`config.mk`:
```
export PLATFORM = sky130hd
export DESIGN_NAME = led_blink_ctrl_flat
export DESIGN_NICKNAME = d
export VERILOG_FILES = /design/src/rtl/led_blink_ctrl_pkg.sv /design/src/rtl/led_blink_ctrl_if.sv /design/src/rtl/led_tick_gen.sv /design/src/rtl/led_blink_ctrl.sv /design/src/flat_wrapper.sv
export SDC_FILE = /design/constraint.sdc
export NUM_CORES = 1
export LEC_CHECK = 0
export BUFFER_PORTS_ARGS = -buffer_cell sky130_fd_sc_hd__buf_2
export CAP_MARGIN = 20
export CORE_ASPECT_RATIO = 1.4
export CORE_MARGIN = 2
export CORE_UTILIZATION = 54
export DETAILED_ROUTE_END_ITERATION = 7
export PLACE_DENSITY_LB_ADDON = 0.08
export REMOVE_ABC_BUFFERS = 1
export SYNTH_ARGS = -nofsm -noshare
export SYNTH_HDL_FRONTEND = slang
export SYNTH_SLANG_ARGS = --single-unit
```
`constraint.sdc`:
```
create_clock -name clk25 -period 3.38 [get_ports clk25]
set_input_delay 0.169 -clock clk25 [delete_from_list [all_inputs] [get_ports clk25]]
set_output_delay 0.169 -clock clk25 [all_outputs]
set_load 0.01 [all_outputs]
```
`src/rtl/led_blink_ctrl_pkg.sv`:
```
// rtl/led_blink_ctrl_pkg.sv - shared state and owner encodings for the LED controller
package led_ctrl_pkg;

    typedef enum logic [1:0] {
        ST_IDLE = 2'd0,
        ST_ON   = 2'd1,
        ST_OFF  = 2'd2
    } state_t;

    localparam logic [1:0] OWN_HB  = 2'd0;
    localparam logic [1:0] OWN_SEQ = 2'd1;
    localparam logic [1:0] OWN_MCU = 2'd2;

endpackage

```
`src/rtl/led_blink_ctrl_if.sv`:
```
// rtl/led_blink_ctrl_if.sv - blink command handshake bundle
interface led_blink_ctrl_if #(
    parameter int CNT_W  = 8,
    parameter int TIME_W = 16
) ();
    logic              cmd_valid;
    logic              cmd_ready;
    logic [CNT_W-1:0]  cmd_count;
    logic [TIME_W-1:0] cmd_on;
    logic [TIME_W-1:0] cmd_off;

    modport master (output cmd_valid, output cmd_count, output cmd_on, output cmd_off,
                    input  cmd_ready);
    modport slave  (input  cmd_valid, input  cmd_count, input  cmd_on, input  cmd_off,
                    output cmd_ready);
endinterface

```
`src/rtl/led_tick_gen.sv`:
```
// rtl/led_tick_gen.sv - timing tick prescaler with clear and hold
module led_tick_gen #(
    parameter int TICK_DIV = 25000
) (
    input  logic clk25,
    input  logic fpga_rst_n,
    input  logic clr,
    input  logic hold,
    output logic tick
);
    localparam int PW = (TICK_DIV > 2) ? $clog2(TICK_DIV) : 1;
    localparam logic [PW-1:0] LAST = PW'(TICK_DIV - 1);

    logic [PW-1:0] pre_q, pre_d;

    // Count 0..TICK_DIV-1; clear restarts phase alignment, hold freezes everything
    always_comb begin
        pre_d = pre_q;
        tick  = (pre_q == LAST) && !hold;
        if (clr) begin
            pre_d = '0;
        end else if (!hold) begin
            pre_d = (pre_q == LAST) ? '0 : pre_q + PW'(1);
        end
    end

    // Prescaler register
    always_ff @(posedge clk25) begin
        if (!fpga_rst_n) begin
            pre_q <= '0;
        end else begin
            pre_q <= pre_d;
        end
    end
endmodule

```
`src/rtl/led_blink_ctrl.sv`:
```
// rtl/led_blink_ctrl.sv - LED arbiter (MCU > sequencer > heartbeat); optional LED_PAUSE_EN
module led_blink_ctrl
    import led_ctrl_pkg::*;
#(
    parameter int TICK_DIV = 25000,
    parameter int TIME_W   = 16,
    parameter int CNT_W    = 8,
    parameter int HB_W     = 25
) (
    input  logic             clk25,
    input  logic             fpga_rst_n,
    led_blink_ctrl_if.slave  cmd,
    input  logic             mcu_led_out,
    input  logic             mcu_led_oe_n,
    output logic             led,
    output logic [1:0]       owner,
    output logic             busy,
    output logic             done
);
    state_t            state_q, state_d;
    logic [TIME_W-1:0] timer_q, timer_d;
    logic [TIME_W-1:0] on_len_q, on_len_d;
    logic [TIME_W-1:0] off_len_q, off_len_d;
    logic [CNT_W-1:0]  remain_q, remain_d;
    logic              done_q, done_d;
    logic              led_q, led_d;
    logic [1:0]        owner_q, owner_d;
    logic [HB_W-1:0]   hb_q, hb_d;

    logic accept;
    logic tick;
    logic pause;
    logic seq_led;

    assign busy          = (state_q != ST_IDLE);
    assign cmd.cmd_ready = (state_q == ST_IDLE);
    assign accept        = cmd.cmd_valid && (state_q == ST_IDLE);
    assign seq_led       = (state_q == ST_ON);
    assign done          = done_q;
    assign led           = led_q;
    assign owner         = owner_q;

`ifdef LED_PAUSE_EN
    assign pause = busy && !mcu_led_oe_n;
`else
    assign pause = 1'b0;
`endif

    led_tick_gen #(.TICK_DIV(TICK_DIV)) u_tick (
        .clk25      (clk25),
        .fpga_rst_n (fpga_rst_n),
        .clr        (accept),
        .hold       (pause),
        .tick       (tick)
    );

    // Sequencer next state: latch command at accept, step phases on ticks
    always_comb begin
        state_d   = state_q;
        timer_d   = timer_q;
        on_len_d  = on_len_q;
        off_len_d = off_len_q;
        remain_d  = remain_q;
        done_d    = 1'b0;
        case (state_q)
            ST_IDLE: begin
                if (accept) begin
                    on_len_d  = (cmd.cmd_on  == '0) ? TIME_W'(1) : cmd.cmd_on;
                    off_len_d = (cmd.cmd_off == '0) ? TIME_W'(1) : cmd.cmd_off;
                    timer_d   = '0;
                    remain_d  = cmd.cmd_count;
                    if (cmd.cmd_count == '0) begin
                        done_d = 1'b1;
                    end else begin
                        state_d = ST_ON;
                    end
                end
            end
            ST_ON: begin
                if (tick) begin
                    if (timer_q == on_len_q - TIME_W'(1)) begin
                        state_d = ST_OFF;
                        timer_d = '0;
                    end else begin
                        timer_d = timer_q + TIME_W'(1);
                    end
                end
            end
            ST_OFF: begin
                if (tick) begin
                    if (timer_q == off_len_q - TIME_W'(1)) begin
                        timer_d = '0;
                        if (remain_q == CNT_W'(1)) begin
                            state_d = ST_IDLE;
                            done_d  = 1'b1;
                        end else begin
                            remain_d = remain_q - CNT_W'(1);
                            state_d  = ST_ON;
                        end
                    end else begin
                        timer_d = timer_q + TIME_W'(1);
                    end
                end
            end
            default: begin
                state_d = ST_IDLE;
            end
        endcase
    end

    // Ownership mux and free-running heartbeat
    always_comb begin
        hb_d = hb_q + HB_W'(1);
        if (!mcu_led_oe_n) begin
            owner_d = OWN_MCU;
            led_d   = mcu_led_out;
        end else if (busy) begin
            owner_d = OWN_SEQ;
            led_d   = seq_led;
        end else begin
            owner_d = OWN_HB;
            led_d   = hb_q[HB_W-1];
        end
    end

    // State and output registers
    always_ff @(posedge clk25) begin
        if (!fpga_rst_n) begin
            state_q   <= ST_IDLE;
            timer_q   <= '0;
            on_len_q  <= '0;
            off_len_q <= '0;
            remain_q  <= '0;
            done_q    <= 1'b0;
            led_q     <= 1'b0;
            owner_q   <= OWN_HB;
            hb_q      <= '0;
        end else begin
            state_q   <= state_d;
            timer_q   <= timer_d;
            on_len_q  <= on_len_d;
            off_len_q <= off_len_d;
            remain_q  <= remain_d;
            done_q    <= done_d;
            led_q     <= led_d;
            owner_q   <= owner_d;
            hb_q      <= hb_d;
        end
    end
endmodule

```
`src/flat_wrapper.sv`:
```
// flat-port wrapper written by rule: the top's interface ports become plain ports
module led_blink_ctrl_flat import led_ctrl_pkg::*;
#(
    parameter int TICK_DIV = 25000,
    parameter int TIME_W   = 16,
    parameter int CNT_W    = 8,
    parameter int HB_W     = 25
)
  (clk25, fpga_rst_n, mcu_led_out, mcu_led_oe_n, led, owner, busy, done, cmd_cmd_valid, cmd_cmd_count, cmd_cmd_on, cmd_cmd_off, cmd_cmd_ready);
  led_blink_ctrl_if #(.CNT_W(CNT_W), .TIME_W(TIME_W)) cmd_i ();
  input  logic clk25;
  input  logic fpga_rst_n;
  input  logic mcu_led_out;
  input  logic mcu_led_oe_n;
  output logic led;
  output logic [1:0] owner;
  output logic busy;
  output logic done;
  input wire logic [$bits(cmd_i.cmd_valid)-1:0] cmd_cmd_valid;
  input wire logic [$bits(cmd_i.cmd_count)-1:0] cmd_cmd_count;
  input wire logic [$bits(cmd_i.cmd_on)-1:0] cmd_cmd_on;
  input wire logic [$bits(cmd_i.cmd_off)-1:0] cmd_cmd_off;
  output wire logic [$bits(cmd_i.cmd_ready)-1:0] cmd_cmd_ready;
  assign cmd_i.cmd_valid = cmd_cmd_valid;
  assign cmd_i.cmd_count = cmd_cmd_count;
  assign cmd_i.cmd_on = cmd_cmd_on;
  assign cmd_i.cmd_off = cmd_cmd_off;
  assign cmd_cmd_ready = cmd_i.cmd_ready;
  led_blink_ctrl #(.TICK_DIV(TICK_DIV), .TIME_W(TIME_W), .CNT_W(CNT_W), .HB_W(HB_W)) u_core (.clk25(clk25), .fpga_rst_n(fpga_rst_n), .cmd(cmd_i), .mcu_led_out(mcu_led_out), .mcu_led_oe_n(mcu_led_oe_n), .led(led), .owner(owner), .busy(busy), .done(done));
endmodule
```
Yosys cells after proc, flatten, opt, wreduce, memory -nomap -nowiden
Index checks and enable logic that the tools add are counted.
{"block": "word_totals", "register_bits": 102, "output_inout_bits": 6}
{"block": "classes", "n_addsub": 6, "n_eq_ne": 13, "mux": 31, "bitwise_logic": 1, "n_reduce_logical": 14}
{"operator": "$mux W16", "count": 7}
{"operator": "$pmux W16 S3", "count": 1}
{"operator": "$eq A16 B16 Y1", "count": 2}
{"operator": "$logic_not A16 Y1", "count": 2}
{"operator": "$mux W8", "count": 4}
{"operator": "$sub A16 B1 Y16 const B", "count": 2}
{"operator": "$add A25 B1 Y25 const B", "count": 1}
{"operator": "$add A16 B1 Y16 const B", "count": 1}
{"operator": "$pmux W8 S2", "count": 1}
{"operator": "$add A15 B1 Y15 const B", "count": 1}
{"operator": "$eq A15 B15 Y1 const B", "count": 1}
{"operator": "$mux W2", "count": 7}
{"operator": "$mux W1", "count": 9}
{"operator": "$eq A8 B1 Y1 const B", "count": 1}
{"operator": "$logic_not A8 Y1", "count": 1}
{"operator": "$ne A2 B1 Y1 const B", "count": 4}
{"operator": "$sub A8 B1 Y8 const B", "count": 1}
{"operator": "$ne A2 B2 Y1 const B", "count": 3}
{"operator": "$pmux W2 S3", "count": 1}
{"operator": "$reduce_and A6 Y1", "count": 1}
{"operator": "$reduce_and A5 Y1", "count": 1}
{"operator": "$reduce_and A2 Y1", "count": 2}
{"operator": "$reduce_and A4 Y1", "count": 1}
{"operator": "$reduce_bool A2 Y1", "count": 2}
{"operator": "other kinds (8)", "count": 8}

Depth between registers and ports, before layout
{"block": "logic_depth", "depth_word": 5, "depth_mapped": 11, "ltp_nobuf": 9}

Cells and area by module
Synthesis repeated with hierarchy kept, for this count alone.
{"block": "unflattened", "cells_unflattened": 751, "area_unflattened_um2": 5899.4}
{"module": "led_blink_ctrl", "n_inst": 1, "area_per_inst_um2": 5187.5, "cells_each": 672}
{"module": "led_tick_gen", "n_inst": 1, "area_per_inst_um2": 711.9, "cells_each": 79}

Worst setup path after synthesis
Ideal clock, no wire load.
{"block": "synth_path", "kind": "flip-flop to flip-flop", "startpoint": "reg u_core.off_len_q[4]", "endpoint": "reg u_core.remain_q[7]", "path_slack_ps": 546, "arrival_ps": 2714, "stages_incl_launch_ff": 10, "path_cell_list": "dfxtp_1 -> buf_6 -> or4_4 -> or2_4 -> or4_4 -> a2111oi_4 -> nand4_2 -> buf_6 -> nor4_2 -> o21ai_1"}
{"block": "synth_between", "elab_chain_cells": 4}
{"element": "start, declared", "line": "led_blink_ctrl.sv:23", "source": "logic [TIME_W-1:0] off_len_q, off_len_d;"}
{"element": "start signal, assigned", "line": "led_blink_ctrl.sv:142", "source": "off_len_q <= off_len_d;"}
{"element": "$sub A16 B1 Y16", "line": "led_blink_ctrl.sv:91", "source": "if (timer_q == off_len_q - TIME_W'(1)) begin"}
{"element": "$eq A16 B16 Y1", "line": "led_blink_ctrl.sv:91"}
{"element": "$ne A2 B1 Y1 (no line)"}
{"element": "$reduce_and A5 Y1 (no line)"}
{"element": "end signal, assigned", "line": "led_blink_ctrl.sv:143", "source": "remain_q <= remain_d;"}
{"element": "end, declared", "line": "led_blink_ctrl.sv:24", "source": "logic [CNT_W-1:0] remain_q, remain_d;"}
Every way passes these cells.
A chain may end at the register's enable or synchronous reset.

Worst setup path in the final report
{"block": "layout_path", "startpoint": "reg u_core.off_len_q[4]", "endpoint": "reg u_core.remain_q[3]"}
Same word-level chain as after synthesis.

==> impl_metrics.json <==
{
  "result_of_the_run": "complete, no violations",
  "end_kind": "flip-flop",
  "layout-area-overhead-vs-synth_pct": 11.40,
  "cts.reportedPaths.clkPinSlew_ps": 70,
  "first_iter_violations": 286,
  "vias_per_cell": 5.815,
  "rsz0062_at_grt": "no",
  "timing.reg2reg.setup_slack_ps": 380,
  "grt_pass1_wl_um": 24680,
  "max_cap_violations": 0,
  "worst_slack_after_detailed_placement_ps": 373.9,
  "grt_remaining_overflow": 0,
  "drt_drc_violations_left": 0,
  "worstSetupPathType": "flip-flop to flip-flop",
  "postSynth.asyncResetShare_pct": 0,
  "number_of_global_route_vias_before_repair": 5200,
  "die_w_um": 92.62,
  "num_io_pins": 51,
  "average_cell_area_after_synthesis_um2": 7.761,
  "cts_tree": "built",
  "clock_tree.root_cell": "clkbuf_16",
  "buffer_ports.inserted": 50,
  "layout.core_utilization_pct": 61.50,
  "timing.critical_path.from_type": "flip-flop",
  "power.combinational.fraction_pct": 35.2,
  "cts_max_level": 3,
  "post_dp_cell_area_um2": 6291,
  "synth_sequential_area_ratio_pct": 34.39,
  "clk_lat_worst_skew_ps": 350,
  "finalCritPeriodShare_pct": 88.89,
  "synth_xor_xnor_area_share_pct": 11.00,
  "cts_made_buffers": 9,
  "yosys_warnings": 0,
  "post_synth_instance_area_um2": 5937,
  "timing_worst_slew_pin_value_ps": 1067,
  "antenna_cells_inserted": 0,
  "synth_fa_ha_area_share_pct": 2.318,
  "stdcell_count": 940,
  "antenna_found_initial": 0,
  "synth_compound_area_share_pct": 16.23,
  "pwr-share-clk_pct": 27.6,
  "hpwlAfterDp_um": 10720,
  "yosys.cell_types.count": 67,
  "synth.area.top_cells": "dfxtp_1 (34%), nand2_1 (8.5%), xnor2_1 (5.3%)",
  "clock_skew_ps": 5.087,
  "synth_simple_gate_area_share_pct": 30.60,
  "clock_sink_count": 102,
  "leakagePower_nw": 2.575,
  "muxShareOfSynthArea_pct": 0.8430,
  "p_seq_share_pct": 37.1,
  "initial_utilization_pct": 55.21,
  "cp_slowest_stage_delay_ps": 560,
  "globalplace.congestion": 0.8849,
  "powerDensity_nw_per_um2": 605.5,
  "via_count": 5466,
  "ir_worst_vdd_v": 0.0003346,
  "synth_top_family_by_area": "simple AND/OR/NAND/NOR gates",
  "worst_hold_slack_ps": 38.98,
  "maximum_number_of_pins_on_one_net_before_global_route_repair": 36,
  "arrival_ps": 3250,
  "min-delay-path-class": "input port to flip-flop",
  "cp_common_cell": "or4_4",
  "drive_gt1_share_pct": 12.64,
  "std_cell_rows": 45,
  "grt_usage_pct": 25.81,
  "die_height_um": 128.1,
  "setup_total_negative_slack_ps": 0,
  "antenna_left": 0,
  "total_power_consumption_of_the_routed_design_mw": 4.004,
  "synth_enable_flop_cells": 0,
  "yosys_register_bits": 102,
  "cp_data_required_time_ps": 3630,
  "yosys.cell_count.top_type": "nand2_1",
  "synth_cells": 765,
  "timing.final.crit_period_ps": 3004,
  "hold_buffers": 0,
  "postSynth.topFlopCell": "dfxtp_1",
  "placed_cells_incl_taps": 925,
  "finalWirelength_um": 14830,
  "synth_commonest_cells": "nand2_1 (134), dfxtp_1 (102), nor2_1 (73), a21oi_1 (43), clkbuf_1 (39)",
  "crit_path_cell_trace": "or4_4 > or2_4 > or4_4 > a2111oi_4 > nand4_2 > buf_4 > o211a_1 > o21a_1",
  "floorplan.core_area_um2": 10750,
  "internal-power_mw": 2.556,
  "maxClockFrequency_mhz": 332.8,
  "critical-path-slowest-cell": "or4_4",
  "die_ar_um2": 11860,
  "yosysTopAreaCell": "dfxtp_1",
  "fin_ws_ps": 375.5,
  "critical_path.max_fanout": 15,
  "report.final.slew_viol_count": 0,
  "drt-pass1-iter-count": 4,
  "finalHoldViolations": 0,
  "timing.slew.headroom_pct": 28.63,
  "netSwitchingPower_mw": 1.448,
  "cts_buffer_depth": 2,
  "wl_per_cell_um": 15.77,
  "layout.nets": 851,
  "timing.final.setup_violations": 0,
  "final_design_area_no_fill_um2": 6614,
  "power_switching_share_pct": 36.17,
  "yosys.area.top_type_share_pct": 34.39
}
[layout make-up]
type | instances | area (um^2)
clock inverters | 5 | 83.83
fillers | 984 | 4140
multi-input cells | 595 | 3633
well taps | 141 | 176.4
inverters | 21 | 78.83
repair buffers | 66 | 370.4
clock buffers | 10 | 229.0
flip-flops and latches | 102 | 2042
[power by group through the flow]
stage | Combinational, mW | Sequential, mW | Clock, mW
after detailed placement | 1.39 | 1.51 | 0
final | 1.41 | 1.49 | 1.11
after floorplan | 1.03 | 1.47 | 0
after CTS | 1.40 | 1.48 | 1.13
after global placement | 1.37 | 1.50 | 0
after global routing | 1.58 | 1.51 | 1.17
[cells by family (layout without fill, tap and decap cells)]
logic type,Yosys count,count (layout)
AND/OR/NAND/NOR,367,367
XOR/XNOR,73,73
AO/OA/AOI/OAI,139,139
flip-flops,102,102
adder cells (fa/ha/maj),11,11
buffers and inverters,68,102
multiplexers,5,5
[final timing paths]
check / start / end / cells past startpoint
worst min register to register: u_core.hb_q[0] / u_core.hb_q[0] / 1
worst max register to register: u_core.off_len_q[4] / u_core.remain_q[3] / 8
worst max-delay path: u_core.off_len_q[4] / u_core.remain_q[3] / 8
worst min-delay path: mcu_led_oe_n / u_core.owner[1] / 2
[cells in the final DEF, fill, tap and decap left out, types with 14 or more instances in the layout]
| cell type | Yosys | layout |
|---|---|---|
| nor4_1 | 24 | 24 |
| o21ai_0 | 18 | 18 |
| inv_1 | 20 | 20 |
| buf_2 | 3 | 50 |
| buf_4 | 0 | 16 |
| nor2_1 | 73 | 72 |
| a21oi_1 | 43 | 43 |
| nand3_1 | 18 | 18 |
| dfxtp_1 | 102 | 102 |
| nor3_1 | 14 | 14 |
| xor2_1 | 36 | 36 |
| nand2_1 | 134 | 134 |
| nand4_1 | 19 | 19 |
| xnor2_1 | 36 | 36 |
[worst max-delay path: cells and delay by family (launching register included)]
family / cells / cell delay (ps)
AOI/OAI and AO/OA: 3 / 770
buffers and inverters: 1 / 220
DFF: 1 / 390
and+or+nand+nor: 4 / 1520
[sequential cells by signal, summed over array words and instances (netlist names)]
signal               count
u_core.timer_q          16
u_core.state_q           2
u_core.remain_q          8
u_core.on_len_q         16
u_core.hb_q             25
u_core.done              1
u_core.off_len_q        16
u_core.u_tick.pre_q     15
u_core.owner             2
u_core.led               1
[layer usage]
metal,up-vias,wire (um),GRT usage (%)
met5,-,0,0
met4,0,312,8.910
met3,28,488,3.175
met2,103,7638,47.32
met1,2571,6388,30.95
li1,2764,-,-
[what timing repair did]
action / 4_1_cts / 5_1_grt
endpoints found under the setup margin: 0 / 6
setup buffers: 0 / 0
resized for setup: 0 / 2
(Power assumes the default switching activity.)
